<file path="src/rtl/ysyx_23060072_pipe_reg.sv">
// ---------------------------------------------------------------------------
// ysyx_23060072_pipe_reg
// Valid/ready pipeline register between two core stages, with controller
// hold (stall) and flush (clean) inputs and a saturating stall counter.
//
//   SKID=1 : two-entry skid buffer (head + skid). in_ready_o comes from a
//            register, so there is no combinational path out_ready_i -> in_ready_o.
//   SKID=0 : single entry, in_ready_o computed combinationally from out_ready_i.
//
// Ports
//   clk, rst                 clock, async active-high reset
//   in_valid_i/in_ready_o    upstream handshake
//   in_ctrl_i/in_data_i      upstream control / data payload
//   hold_i                   freeze everything (no transfers, state kept)
//   flush_i                  drop all held and incoming beats (beats hold_i)
//   out_valid_o/out_ready_i  downstream handshake
//   out_ctrl_o/out_data_o    head payload
//   occupancy_o              beats held (state encoding)
//   stall_cnt_o              cycles with a valid head that could not leave
// ---------------------------------------------------------------------------
module ysyx_23060072_pipe_reg #(
    parameter int                 CTRL_W   = 16,
    parameter int                 DATA_W   = 128,
    parameter logic [CTRL_W-1:0]  CTRL_RST = '0,
    parameter int                 SKID     = 1,
    parameter int                 CNT_W    = 16
) (
    input  logic              clk,
    input  logic              rst,
    input  logic              in_valid_i,
    output logic              in_ready_o,
    input  logic [CTRL_W-1:0] in_ctrl_i,
    input  logic [DATA_W-1:0] in_data_i,
    input  logic              hold_i,
    input  logic              flush_i,
    output logic              out_valid_o,
    input  logic              out_ready_i,
    output logic [CTRL_W-1:0] out_ctrl_o,
    output logic [DATA_W-1:0] out_data_o,
    output logic [1:0]        occupancy_o,
    output logic [CNT_W-1:0]  stall_cnt_o
);

    typedef enum logic [1:0] {
        EMPTY = 2'd0,
        ONE   = 2'd1,
        TWO   = 2'd2
    } state_t;

    localparam logic [CNT_W-1:0] CNT_ONE = {{(CNT_W-1){1'b0}}, 1'b1};

    state_t            st, st_nxt;
    logic [CTRL_W-1:0] head_ctrl, head_ctrl_nxt, skid_ctrl, skid_ctrl_nxt;
    logic [DATA_W-1:0] head_data, head_data_nxt, skid_data, skid_data_nxt;
    logic              rdy_q;
    logic [CNT_W-1:0]  stall_cnt;
    logic              do_in, do_out, out_eff_rdy;

    assign out_valid_o = (st != EMPTY);
    assign out_ctrl_o  = head_ctrl;
    assign out_data_o  = head_data;
    assign occupancy_o = st;
    assign stall_cnt_o = stall_cnt;

    // Downstream ready as seen by the block once hold/flush are applied.
    assign out_eff_rdy = out_ready_i & ~hold_i & ~flush_i;
    assign do_out      = out_valid_o & out_eff_rdy;
    assign do_in       = in_valid_i & in_ready_o;

    generate
        if (SKID != 0) begin : g_skid
            // rdy_q tracks "not full" one cycle late; hold/flush gate it
            // directly so a stall takes effect in the cycle it is raised.
            assign in_ready_o = rdy_q & ~hold_i & ~flush_i;
        end else begin : g_single
            assign in_ready_o = (~out_valid_o | out_ready_i) & ~hold_i & ~flush_i;
        end
    endgenerate

    always_comb begin
        st_nxt        = st;
        head_ctrl_nxt = head_ctrl;
        head_data_nxt = head_data;
        skid_ctrl_nxt = skid_ctrl;
        skid_data_nxt = skid_data;
        if (flush_i) begin
            // out_data keeps its value; only control is forced to the NOP code
            st_nxt        = EMPTY;
            head_ctrl_nxt = CTRL_RST;
        end else begin
            case (st)
                EMPTY: begin
                    if (do_in) begin
                        st_nxt        = ONE;
                        head_ctrl_nxt = in_ctrl_i;
                        head_data_nxt = in_data_i;
                    end
                end
                ONE: begin
                    if (do_in && do_out) begin
                        head_ctrl_nxt = in_ctrl_i;
                        head_data_nxt = in_data_i;
                    end else if (do_in) begin
                        // only reachable with SKID=1
                        st_nxt        = TWO;
                        skid_ctrl_nxt = in_ctrl_i;
                        skid_data_nxt = in_data_i;
                    end else if (do_out) begin
                        st_nxt        = EMPTY;
                        head_ctrl_nxt = CTRL_RST;   // bubble
                    end
                end
                TWO: begin
                    // in_ready is low while full, so only a drain can happen
                    if (do_out) begin
                        st_nxt        = ONE;
                        head_ctrl_nxt = skid_ctrl;
                        head_data_nxt = skid_data;
                    end
                end
                default: st_nxt = EMPTY;
            endcase
        end
    end

    always_ff @(posedge clk or posedge rst) begin
        if (rst) begin
            st        <= EMPTY;
            head_ctrl <= CTRL_RST;
            head_data <= '0;
            skid_ctrl <= '0;
            skid_data <= '0;
            rdy_q     <= 1'b0;
            stall_cnt <= '0;
        end else begin
            st        <= st_nxt;
            head_ctrl <= head_ctrl_nxt;
            head_data <= head_data_nxt;
            skid_ctrl <= skid_ctrl_nxt;
            skid_data <= skid_data_nxt;
            rdy_q     <= (st_nxt != TWO);
            if (out_valid_o && !out_eff_rdy && (stall_cnt != '1))
                stall_cnt <= stall_cnt + CNT_ONE;
        end
    end

endmodule

</file>
<file path="config.mk">
export PLATFORM = sky130hd
export DESIGN_NAME = ysyx_23060072_pipe_reg
export DESIGN_NICKNAME = d
export VERILOG_FILES = /design/src/rtl/ysyx_23060072_pipe_reg.sv
export SDC_FILE = /design/constraint.sdc
export NUM_CORES = 1
export LEC_CHECK = 0
export CAP_MARGIN = 20
export CORE_AREA = 2 2 162 164
export DETAILED_ROUTE_END_ITERATION = 7
export DIE_AREA = 0 0 164 166
export GPL_ROUTABILITY_DRIVEN = 0
export HOLD_SLACK_MARGIN = 0.15
export PLACE_DENSITY = 0.83
export SLEW_MARGIN = 30
export SYNTH_ARGS = -nofsm -noshare
export SYNTH_HDL_FRONTEND = slang
export SYNTH_SLANG_ARGS = --single-unit
</file>
<file path="constraint.sdc">
create_clock -name clk -period 14.2 [get_ports clk]
set_input_delay 1.42 -clock clk [delete_from_list [all_inputs] [get_ports clk]]
set_output_delay 1.42 -clock clk [all_outputs]
set_load 0.05 [all_outputs]
</file>
==> impl_metrics.yaml, run 1 <==
route:
  antenna_left: 0
  drtPass1Iterations: 4
  wire_per_inst_um: 19.85
  drt_wl_total_mm: 30.97
  drc: 0
  drt-initial-drc-count: 496
  viasPerCell: 5.417
  via_count: 8450
clock_tree:
  clockBufferDepth: 3
  h-tree-depth: 1
  clock_latency_ns: 0.55
  cts_root_buf: "clkbuf_16"
  post-cts-setup-buffers: 0
  cts_resized: 0
  clk_pin_slew_ns: 0.06
  cts_buffers: 31
  cts_tree: "yes"
  cts.sinks: 307
  cts_hold_buf: 0
placement:
  port_buffers: 313
  placed_area_mm2: 0.01723
  dp_hpwl_mm: 20.37
  dp.cells: 1501
floorplan:
  die_h_um: 166
  die_w_um: 164
  coreArea_mm2: 0.02562
  rows: 59
  io_pins: 314
  fp.dieArea_mm2: 0.02722
  initial_utilization_pct: 54.22
timing:
  slew_violations: 0
  fin_crit_ns: 4.965
  hold_violations: 0
  setup_viol: 0
  clock_skew_ns: 0.01864
  fin_crit_sh_pct: 34.97
  worst_slew_pin_slew_ns: 0.9446
  whs_ns: 0.4968
  rsz0062_at_grt: "no"
  maxSlewHeadroom_pct: 37.03
  max_freq_ghz: 0.2014
  setup_tns_ns: 0
finish:
  area_growth_pct: 31.36
  fin_area_mm2: 0.01824
  regArea_mm2: 0.007682
  num-fill-cells: 1672
  layout-drive-gt1-share_pct: 38.32
  multi_input_area_mm2: 0.005893
  fin_cells: 1560
  final_nets: 1355
synthesis:
  synthTopCellsByArea: "dfrtp_1 55%, mux2_2 23%, mux2_4 13%"
  seq_area_frac_synth_pct: 55.32
  synthArstFlopShare_pct: 100.0
  ys.flop_type: "dfrtp_1"
  syn_inst: 897
  syn_area_mm2: 0.01389
  yosysMostFrequentCell: "dfrtp_1"
  ys_seq_elements: 307
  yosysWarnings: 0
  synth_edf_count: 0
  avgSynthCellArea_um2: 15.48
  yosysTopAreaCell: "dfrtp_1"
  yosysTopAreaCellShare_pct: 55.32
  yosysUniqueCellTypes: 42
  synth_common_cells: "307 x dfrtp_1, 282 x mux2_2, 120 x mux2_4"
  synth_nets: 1052
worst_hold_path:
  hold_depth: 1
  hp-start: "stall_cnt_o[8]"
  min_path_type: "reg2reg"
  hold_end: "stall_cnt_o[8]"
setup_path:
  crit_required_ns: 12.78
  crit_arrival_ns: 3.55
  cp-start-kind: "input pin"
  rr_worst_depth: 7
  r2r_setup_slack_ns: 10.35
  r2r_start: "occupancy_o[0]"
  critical_path.endpoint_type: "primary output"
  path_class: "in2out"
  rr_endpoint: "out_data_o[2]"
  crit_fanout: 24
power:
  p_per_area_mw_per_mm2: 170.3
  p_leak_nw: 8.359
  peakVddDrop_uv: 158.2
grt:
  grt_use_total_pct: 22.65
  grt_pass1_vias: 9106
  grt_max_degree: 170
  grt_pass1_wl_mm: 49.76
  antenna_found_initial: 1
  globalRoute.totalOverflow: 0
outcome:
  outcome: "finished, final reports clean"
run:
  cap_violations: 0
==> worst max-delay path by stage <==
stage / slack, ns / from / to
after floorplan: 4.29 / rst / occupancy_o[0]
after global placement: 8.79 / flush_i / out_data_o[39]
after detailed placement: 8.76 / flush_i / out_data_o[103]
after CTS: 9.26 / flush_i / in_ready_o
after global routing: 9.09 / flush_i / in_ready_o
final: 9.23 / flush_i / in_ready_o
==> routing by layer <==
layer  GRT usage, %  share of wire (%)  vias up
li1               -                  -     3866
met1          29.68                 42     4255
met2          36.45                 47      273
met3          7.018                8.5       56
met4          6.560                2.8        0
met5              0                  0        -
==> state kept, by name (all words and copies together), names as in the netlist <==
register and cells:
rdy_q 1, occupancy_o 2, stall_cnt_o 16, skid_ctrl 16
skid_data 128, out_data_o 128, out_ctrl_o 16
==> worst max-delay path, cell delays in order <==
cell             delay, ns
clkdlybuf4s50_1       0.84
nor3b_1               0.41
clkdlybuf4s50_1       0.87
==> stage by stage <==
stage | power (W) | util [%] | setup WS [ns]
2_1_floorplan | 0.001939 | - | 4.292
6_report | 0.003108 | 71.22 | 9.235
4_1_cts | 0.003130 | 71.06 | 9.259
3_5_place_dp | 0.002336 | 67.25 | 8.760
5_1_grt | 0.003233 | 71.22 | 9.091
3_3_place_gp | 0.002311 | 67.23 | 8.786
==> final cells by class <==
type	count	area share [%]
diodes	1	0.01372
clock inverters	11	0.4526
multi-input cells	533	32.30
flip-flops and latches	307	42.11
well taps	335	2.298
inverters	4	0.1509
repair buffers	323	17.78
clock buffers	46	4.890
==> power by group <==
| part | switching, W | internal [W] | leakage [nW] |
|---|---|---|---|
| logic | 0.000654 | 0.000483 | 3.98 |
| registers | 0.000117 | 0.00107 | 3.90 |
| clock network | 0.000333 | 0.000450 | 0.485 |
| total | 0.00110 | 0.00200 | 8.36 |
==> placed cells by master, fill, tap and decap left out, types with 5 or more instances in the layout <==
| master | count |
|---|---|
| clkdlybuf4s50_1 | 313 |
| nor2_1 | 19 |
| nand4_1 | 5 |
| and3_1 | 5 |
| clkinv_2 | 9 |
| clkbuf_16 | 31 |
| nand2_1 | 5 |
| dfrtp_1 | 307 |
| xnor2_1 | 10 |
| a221oi_1 | 17 |
| clkbuf_1 | 9 |
| and2_1 | 6 |
| clkbuf_8 | 6 |
| nor3_1 | 17 |
| buf_4 | 7 |
| mux2_4 | 120 |
| mux2_2 | 282 |
==> logic make-up (layout without fill, tap and decap cells) <==
logic type	after synthesis	count (layout)	share of synthesized area [%]
flip-flops	307	307	55.32
AO/OA/AOI/OAI	37	37	2.054
AND/OR/NAND/NOR	77	77	3.081
multiplexers	402	402	35.84
buffers and inverters	57	384	2.505
other	0	1	0
adder cells (fa/ha/maj)	5	5	0.4505
XOR/XNOR	12	12	0.7568
Note: power is estimated with default switching activity, not from simulation.
==> run 2: changes to the inputs <==
--- a/config.mk
+++ b/config.mk
@@ -6,12 +6,12 @@
 export NUM_CORES = 1
 export LEC_CHECK = 0
 export CAP_MARGIN = 20
-export CORE_AREA = 2 2 162 164
+export CORE_AREA = 2 2 177 179
 export DETAILED_ROUTE_END_ITERATION = 7
-export DIE_AREA = 0 0 164 166
+export DIE_AREA = 0 0 179 181
 export GPL_ROUTABILITY_DRIVEN = 0
 export HOLD_SLACK_MARGIN = 0.15
-export PLACE_DENSITY = 0.83
+export PLACE_DENSITY = 0.73
 export SLEW_MARGIN = 30
 export SYNTH_ARGS = -nofsm -noshare
 export SYNTH_HDL_FRONTEND = slang
==> constraint.sdc (replaced) <==
create_clock -name clk -period 4.35 [get_ports clk]
set_input_delay 0.435 -clock clk [delete_from_list [all_inputs] [get_ports clk]]
set_output_delay 0.435 -clock clk [all_outputs]
set_load 0.05 [all_outputs]
==> run 2 against run 1 <==
Net effect:
- design area up 1.4%
- cell count up 4.3%
- critical path depth up 4
- largest power group unchanged
==> impl_metrics.yaml, run 2 (synthesis gave the netlist of run 1 again) <==
finish:
  layout-drive-gt1-share_pct: 38.37
  num-fill-cells: 2397
  final_nets: 1364
  regArea_mm2: 0.007682
  fin_area_mm2: 0.01849
  final_cell_mix: "313 x clkdlybuf4s50_1, 307 x dfrtp_1, 282 x mux2_2"
  layout_commonest_cell: "clkdlybuf4s50_1"
  area_growth_pct: 33.14
  multi_input_area_mm2: 0.005883
setup_path:
  crit_arrival_ns: 3.26
  crit_required_ns: 4.73
  path_class: "reg2reg"
  critical_path.endpoint_type: "flip-flop"
  cp-start-kind: "flip-flop"
  rr_worst_depth: 7
  crit_fanout: 73
floorplan:
  fp.dieArea_mm2: 0.03240
  initial_utilization_pct: 45.76
  die_w_um: 179
  coreArea_mm2: 0.03035
  io_pins: 314
  rows: 64
  die_h_um: 181
clock_tree:
  cts.sinks: 307
  post-cts-setup-buffers: 0
  cts_tree: "yes"
  clock_latency_ns: 0.50
  clockBufferDepth: 3
  cts_hold_buf: 0
  cts_buffers: 34
  cts_resized: 0
  clk_pin_slew_ns: 0.06
  cts_root_buf: "clkbuf_16"
  h-tree-depth: 2
timing:
  rsz0062_at_grt: "no"
  clock_skew_ns: 0.008753
  setup_viol: 0
  worst_slew_pin_slew_ns: 0.9651
  fin_crit_ns: 2.882
  fin_crit_sh_pct: 66.26
  max_freq_ghz: 0.3469
  maxSlewHeadroom_pct: 35.66
  slew_violations: 0
  setup_tns_ns: 0
  hold_violations: 0
  whs_ns: 0.4092
route:
  antenna_left: 0
  viasPerCell: 5.253
  wire_per_inst_um: 18.96
  drt-initial-drc-count: 328
  via_count: 8547
  drt_wl_total_mm: 30.85
  drc: 0
  drtPass1Iterations: 4
placement:
  dp_hpwl_mm: 20.30
  port_buffers: 313
  placed_area_mm2: 0.01742
power:
  p_clk_share_pct: 26.6
  switchingPower_w: 0.003605
  power_switching_share_pct: 34.97
  p_leak_nw: 8.434
  seq_power_share_pct: 37.5
  p_comb_share_pct: 36.0
  p_int_w: 0.006704
  peakVddDrop_uv: 397.6
  p_per_area_mw_per_mm2: 557.5
grt:
  globalRoute.totalOverflow: 0
  grt_pass1_wl_mm: 49.09
  grt_pass1_vias: 9047
  grt_max_degree: 91
  grt_use_total_pct: 18.93
  antenna_found_initial: 2
outcome:
  outcome: "finished, final reports clean"
worst_hold_path:
  min_path_type: "in2async"
run:
  cap_violations: 0
-- run 2: per-layer routing --
metal / global-route usage, % / vias up / wire [µm]
met5: 0 / - / 13
met4: 5.528 / 2 / 778
met3: 6.524 / 57 / 2678
met2: 28.52 / 270 / 13890
met1: 25.85 / 4342 / 13500
li1: - / 3876 / -
-- run 2: path summary, 6_finish.rpt --
path,from,endpoint,slack (ns)
worst max-delay path,occupancy_o[0],out_data_o[24],1.47
worst min-delay path,rst,out_data_o[79],0.41
worst max register to register,occupancy_o[0],out_data_o[24],1.47
worst min register to register,stall_cnt_o[12],stall_cnt_o[12],0.49
max in group asynchronous,rst,skid_data[102],2.99
min in group clk,stall_cnt_o[12],stall_cnt_o[12],0.49
-- run 2: power groups by stage --
stage               clock [W]  sequential (W)  combinational, W
finish                0.00274         0.00386           0.00371
global route          0.00294         0.00394           0.00387
CTS                   0.00282         0.00386           0.00374
detailed placement          0         0.00390           0.00373
global placement            0         0.00388           0.00369
floorplan                   0         0.00534          0.000987
-- run 2: per-stage QoR --
stage          utilization [%]  worst slack (ns)  cells  total power, W
2_1_floorplan                -           -0.1700    897        0.006331
3_3_place_gp             57.40             1.075   1569        0.007566
6_report                 60.93             1.468   1627         0.01031
4_1_cts                  60.92             1.527   1626         0.01042
5_1_grt                  60.93             1.362   1627         0.01075
3_5_place_dp             57.41             1.126   1569        0.007624
-- run 2: layout make-up --
class	count	share of cell area [%]
Sequential cell	307	41.55
Clock buffer	52	5.582
Antenna cell	1	0.01353
Inverter	4	0.1015
Tap cell	396	2.679
Multi-Input combinational cell	533	31.82
Timing Repair Buffer	329	18.09
Clock inverter	5	0.1759
-- run 2: worst max-delay path, stage by stage (launching register included) --
cell and delay (ns):
dfrtp_1 0.42, inv_1 0.14, ha_1 0.33, or4b_1 0.65, a22oi_2 0.31, nand3_4 0.12
buf_12 0.23, mux2_4 0.41
==> run 3: changes to the inputs <==
--- a/config.mk
+++ b/config.mk
@@ -6,12 +6,12 @@
 export NUM_CORES = 1
 export LEC_CHECK = 0
 export CAP_MARGIN = 20
-export CORE_AREA = 2 2 177 179
+export CORE_AREA = 2 2 169 171
 export DETAILED_ROUTE_END_ITERATION = 7
-export DIE_AREA = 0 0 179 181
+export DIE_AREA = 0 0 171 173
 export GPL_ROUTABILITY_DRIVEN = 0
 export HOLD_SLACK_MARGIN = 0.15
-export PLACE_DENSITY = 0.73
+export PLACE_DENSITY = 0.77
 export SLEW_MARGIN = 30
 export SYNTH_ARGS = -nofsm -noshare
 export SYNTH_HDL_FRONTEND = slang
==> constraint.sdc (replaced) <==
create_clock -name clk -period 2.8 [get_ports clk]
set_input_delay 0.28 -clock clk [delete_from_list [all_inputs] [get_ports clk]]
set_output_delay 0.28 -clock clk [all_outputs]
set_load 0.05 [all_outputs]
==> run 3 against run 2 <==
Net effect:
- non-clock buffer count up 16
- clock skew up 0.0016 ns
- largest power group unchanged
- via count up 1.1%
- critical endpoint is now out_valid_o
- setup slack worse by 1.3 ns
- cell count up 0.25%
- combinational power up 55%
- wire length up 2.7%
- flip-flop and latch count unchanged
- sequential share of layout area down 0.71 points
- first-iteration DRC count up 30%
==> impl_metrics.yaml, run 3 (synthesis gave the netlist of run 1 again) <==
outcome:
  outcome: "finished, final reports clean"
floorplan:
  rows: 61
  io_pins: 314
  fp.dieArea_mm2: 0.02958
  die_w_um: 171
  die_h_um: 173
  coreArea_mm2: 0.02763
  initial_utilization_pct: 50.27
clock_tree:
  clock_latency_ns: 0.50
  clockBufferDepth: 3
  cts_buffers: 35
  cts_resized: 0
  cts_root_buf: "clkbuf_16"
  clk_pin_slew_ns: 0.06
  post-cts-setup-buffers: 0
  h-tree-depth: 2
  cts_tree: "yes"
  cts.sinks: 307
  cts_hold_buf: 0
finish:
  final_cell_mix: "312 x clkdlybuf4s50_1, 307 x dfrtp_1, 282 x mux2_2"
  area_growth_pct: 35.45
  num-fill-cells: 1997
  layout-drive-gt1-share_pct: 39.73
  final_util_pct: 68.09
  fin_area_mm2: 0.01881
  final_nets: 1381
  layout_commonest_cell: "clkdlybuf4s50_1"
  fin_cells: 1631
grt:
  grt_pass1_wl_mm: 50.65
  grt_use_total_pct: 21.39
  grt_pass1_vias: 9361
  globalRoute.totalOverflow: 0
  antenna_found_initial: 4
  grt_max_degree: 81
power:
  p_per_area_mw_per_mm2: 880.2
  peakVddDrop_uv: 850.5
  p_leak_nw: 8.614
setup_path:
  crit_cells: 5
  path_class: "reg2out"
  rr_worst_depth: 7
  path_buf_inv: 4
  cp-start-kind: "flip-flop"
  crit_required_ns: 2.52
  crit_fanout: 6
  crit_arrival_ns: 2.36
  slowest_stage: "clkdlybuf4s50_1"
  cp_cell_sequence: "inv_1 > ha_1 > buf_4 > inv_1 > clkdlybuf4s50_1"
  critical_path.endpoint_type: "primary output"
  critPathMaxStageDelay_ns: 0.82
  critical_path.most_common_cell: "inv_1"
  cpLargestDelayFamily: "buffers and inverters"
route:
  viasPerCell: 5.297
  via_count: 8640
  drt-initial-drc-count: 428
  drt_wl_total_mm: 31.68
  antenna_left: 0
  wire_per_inst_um: 19.42
  drtPass1Iterations: 4
  drc: 0
timing:
  worst_slew_pin_slew_ns: 0.6309
  maxSlewHeadroom_pct: 57.94
  max_freq_ghz: 0.3791
  setup_tns_ns: 0
  fin_crit_sh_pct: 94.20
  clock_skew_ns: 0.01031
  hold_violations: 0
  slew_violations: 0
  fin_crit_ns: 2.638
  rsz0062_at_grt: "no"
  setup_viol: 0
run:
  cap_violations: 0
placement:
  port_buffers: 313
  placed_area_mm2: 0.01759
  dp.cells: 1567
  dp_hpwl_mm: 21.30
worst_hold_path:
  min_path_type: "in2async"
-- run 3: where the power goes --
| part | leakage [nW] | switching, W | internal [W] |
|---|---|---|---|
| Combinational | 4.12 | 0.00328 | 0.00246 |
| Clock | 0.591 | 0.00179 | 0.00297 |
| Sequential | 3.90 | 0.000627 | 0.00543 |
| Total | 8.61 | 0.00570 | 0.0109 |
-- run 3: area by class of cell --
type | instances | area [µm²] | share of cell area [%]
antenna | 2 | 5.005 | 0.02660
clock buffer | 51 | 1049 | 5.574
clock inverter | 11 | 167.7 | 0.8913
inverter | 4 | 18.77 | 0.09977
multi-input combinational | 533 | 5883 | 31.27
sequential | 307 | 7682 | 40.84
tap | 378 | 473.0 | 2.514
timing repair buffer | 345 | 3533 | 18.78
-- run 3: path summary, 6_finish.rpt --
| check | startpoint | endpoint | slack (ns) |
|---|---|---|---|
| max reg2reg | occupancy_o[0] | out_data_o[28] | 0.16 |
| min reg2reg | skid_data[3] | skid_data[3] | 0.50 |
| min in group clk | in_data_i[120] | skid_data[120] | 0.42 |
| max | occupancy_o[0] | out_valid_o | 0.16 |
| max in group asynchronous | rst | skid_ctrl[4] | 1.81 |
| min | rst | skid_data[57] | 0.17 |
-- run 3: per-stage QoR --
stage | setup slack [ns] | hold slack, ns | total power, W
2_1_floorplan | -1.565 | 0.4304 | 0.009835
3_3_place_gp | 0.1954 | 0.4806 | 0.01176
3_5_place_dp | 0.1518 | 0.4867 | 0.01187
4_1_cts | 0.1277 | 0.1561 | 0.01670
5_1_grt | 0.03839 | 0.1733 | 0.01720
6_report | 0.1623 | 0.1685 | 0.01656
-- run 3: worst register-to-register path: stages, from the launching register on --
cell and delay [ns]:
dfrtp_1 0.43, inv_1 0.14, ha_1 0.23, or4b_1 0.55, a22oi_2 0.30, nand3_4 0.13, buf_12 0.23, mux2_4 0.51
-- run 3: routing by layer --
metal  part of all wire [%]  up-vias  routed length [µm]  global-route usage (%)
met5                  0.073        -                  23                       0
met4                    2.3        4                 730                   5.897
met3                    7.0       54                2223                   5.882
met2                     47      264               14830                   33.75
met1                     44     4382               13870                   29.15
li1                       -     3936                   -                       -
==> patch: new RTL, flow settings as in run 1 <==
Make the reset (`rst`) synchronous in one clocked block. Comments in the files are not updated.
--- a/src/rtl/ysyx_23060072_pipe_reg.sv
+++ b/src/rtl/ysyx_23060072_pipe_reg.sv
@@ -123,7 +123,7 @@
         end
     end
 
-    always_ff @(posedge clk or posedge rst) begin
+    always_ff @(posedge clk) begin
         if (rst) begin
             st        <= EMPTY;
             head_ctrl <= CTRL_RST;
Check against the original RTL: not settled (the Yosys comparison gave no result); the edit may change what the design does.
==> patch against run 1 <==
Routed wire length rose by 6.7%; synthesized area fell by 6.6%; maximum frequency rose by 8.3%; sequential cell count did not move; sequential share of layout area fell by 6.4 points; critical path depth rose by 6; worst setup slack improved by 0.38 ns; final area fell by 5.7%; core utilization fell by 4.0 points; register-to-register slack improved by 0.03 ns; critical path type is now input pin to flip-flop.
Power is not compared: it rests on default switching activity, and its combinational part moved more than twofold at a synthesized area within 25%.
==> patch: results (changes against run 1) <==
The run finished with clean final reports. Clock latency on the worst-skew pair, taken at its later pin, is 0.54 ns. The global-route wire length before repair is 53.1 mm (+6.7%). By area the synthesized netlist is led by sky130_fd_sc_hd__dfxtp_1, sky130_fd_sc_hd__a211oi_2, sky130_fd_sc_hd__mux2i_1.

The main flop type after synthesis is sky130_fd_sc_hd__dfxtp_1. The total instance count after detailed placement was 1941 (+29%). The number of search-and-repair iterations in the first detailed-routing pass was 5 (+1). The async set-or-reset flop fraction in the synthesized netlist came to 0% (-100 points).

Summed over all cells, the static leakage comes to 0.00539 uW. The number of antenna violations at the first check in global routing came out at 2 (+1). The number of DRC markers in iteration 0 is 645 (+30%). The worst clock skew was 0.00819 ns (-0.0105 ns). The data arrival time at the worst-slack endpoint is 5.03 ns (+1.48 ns). The post-CTS clock slew at the launch and capture registers of the worst setup and hold paths came to 0.06 ns (about the same). The number of nets at the end of the flow is 1798 (+33%).

The number of buffers created by CTS is 31 (unchanged). The longest individual stage delay on the worst path came out at 0.75 ns (-0.12 ns). The average detailed-routed wire length per instance came out at 16.5 um (-17%). The slowest stage of the critical path belongs to the cell sky130_fd_sc_hd__buf_4. The detail-routed via count per cell is 5.42 (about the same). The net count of the mapped netlist is 1556 (+48%). The synthesized instance count came out at 1400 (+56%).

Sorting the synthesized cells by how often they occur yields sky130_fd_sc_hd__dfxtp_1, sky130_fd_sc_hd__nand2_1, sky130_fd_sc_hd__nor2_1. The clock tree buffer depth is 3 (unchanged). The detailed placement HPWL is 20.5 mm (+0.76%). The largest fanout on the critical path is 74 (+210%).

The total routing usage reported by global routing is 23.3% (+0.63 points). The largest net degree at the start of global routing is 140 (-18%). The total setup buffers inserted after CTS came out at 0 (unchanged). The share of cells above drive strength 1 came out at 12.3% (-26 points).

The path class of the tightest hold or removal check is flip-flop to flip-flop. The share of the yosys chip area belonging to registers came out at 47.4% (-8.0 points). The transition at the pin with the smallest max-transition slack is 0.908 ns (-0.0371 ns). The total vias in the final route was 10900 (+28%).
-- patch: changes by cell type in the layout (fill, tap and decap cells not counted), moves of 9 or more --
| cell | change |
|---|---|
| sky130_fd_sc_hd__a21oi_1 | +143 |
| sky130_fd_sc_hd__a211oi_1 | +9 |
| sky130_fd_sc_hd__dfxtp_1 | +307 |
| sky130_fd_sc_hd__nand2_1 | +289 |
| sky130_fd_sc_hd__a221oi_1 | -11 |
| sky130_fd_sc_hd__mux2i_1 | +129 |
| sky130_fd_sc_hd__xor2_1 | +10 |
| sky130_fd_sc_hd__dfrtp_1 | -307 |
| sky130_fd_sc_hd__a221oi_2 | +10 |
| sky130_fd_sc_hd__a211oi_2 | +120 |
| sky130_fd_sc_hd__nor2_1 | +146 |
| sky130_fd_sc_hd__mux2_2 | -282 |
| sky130_fd_sc_hd__mux2_4 | -120 |
-- patch: cell type report --
type,instances,area (um^2)
sequential,307,6150
inverter,4,15.0
tap,335,419
multi-input combinational,970,6230
timing repair buffer,328,3310
clock buffer,44,915
fill,1947,8400
clock inverter,13,173
antenna,2,5.00
-- patch: stage by stage --
stage	utilization [%]	setup slack, ns	power, uW	instance area [um^2]	hold WS [ns]
finish	67.2	9.62	1930	17200	0.452
CTS	66.9	9.68	1940	17100	0.455
global route	67.2	9.41	1990	17200	0.469
detailed placement	62.6	9.13	1090	16000	0.446
floorplan	-	10.04	1010	13000	0.436
global placement	62.6	9.25	1090	16000	0.441
-- patch: path summary, 6_finish.rpt --
kind | startpoint | endpoint | slack, ns | cells past startpoint
setup / recovery | flush_i | out_data_o[53]$_SDFFE_PP0P_ | 9.62 | 9
hold / removal | skid_data[117]$_SDFFE_PP0P_ | skid_data[117]$_SDFFE_PP0P_ | 0.45 | 2
setup reg to reg | occupancy_o[0]$_SDFF_PP0_ | occupancy_o[1]$_SDFF_PP0_ | 10.38 | 7
hold reg to reg | skid_data[117]$_SDFFE_PP0P_ | skid_data[117]$_SDFFE_PP0P_ | 0.45 | 2
-- patch: kinds of logic after synthesis --
kind of cell    synth area share [%]
compound gates                  20.3
xor+xnor                        1.08
fa+ha+maj                      0.578
buf+inv                         4.90
flops                           47.4
mux                             9.95
simple gates                    15.9
-- patch: routing by layer --
| metal | share of wire (%) | GRT usage (%) | wire length [um] | vias up |
|---|---|---|---|---|
| met5 | 0 | 0 | 0 | - |
| met4 | 3.3 | 8.58 | 1100 | 0 |
| met3 | 6.9 | 4.70 | 2280 | 71 |
| met2 | 48 | 39.8 | 15900 | 336 |
| met1 | 41 | 28.9 | 13700 | 5155 |
| li1 | - | - | - | 5296 |
-- patch: where the power goes --
group	total (uW)	internal (uW)	leakage, uW	switching, uW
clock	856	519	0.000544	337
combinational	191	81.1	0.00236	110
sequential	882	874	0.00248	7.53
total	1930	1470	0.00539	454
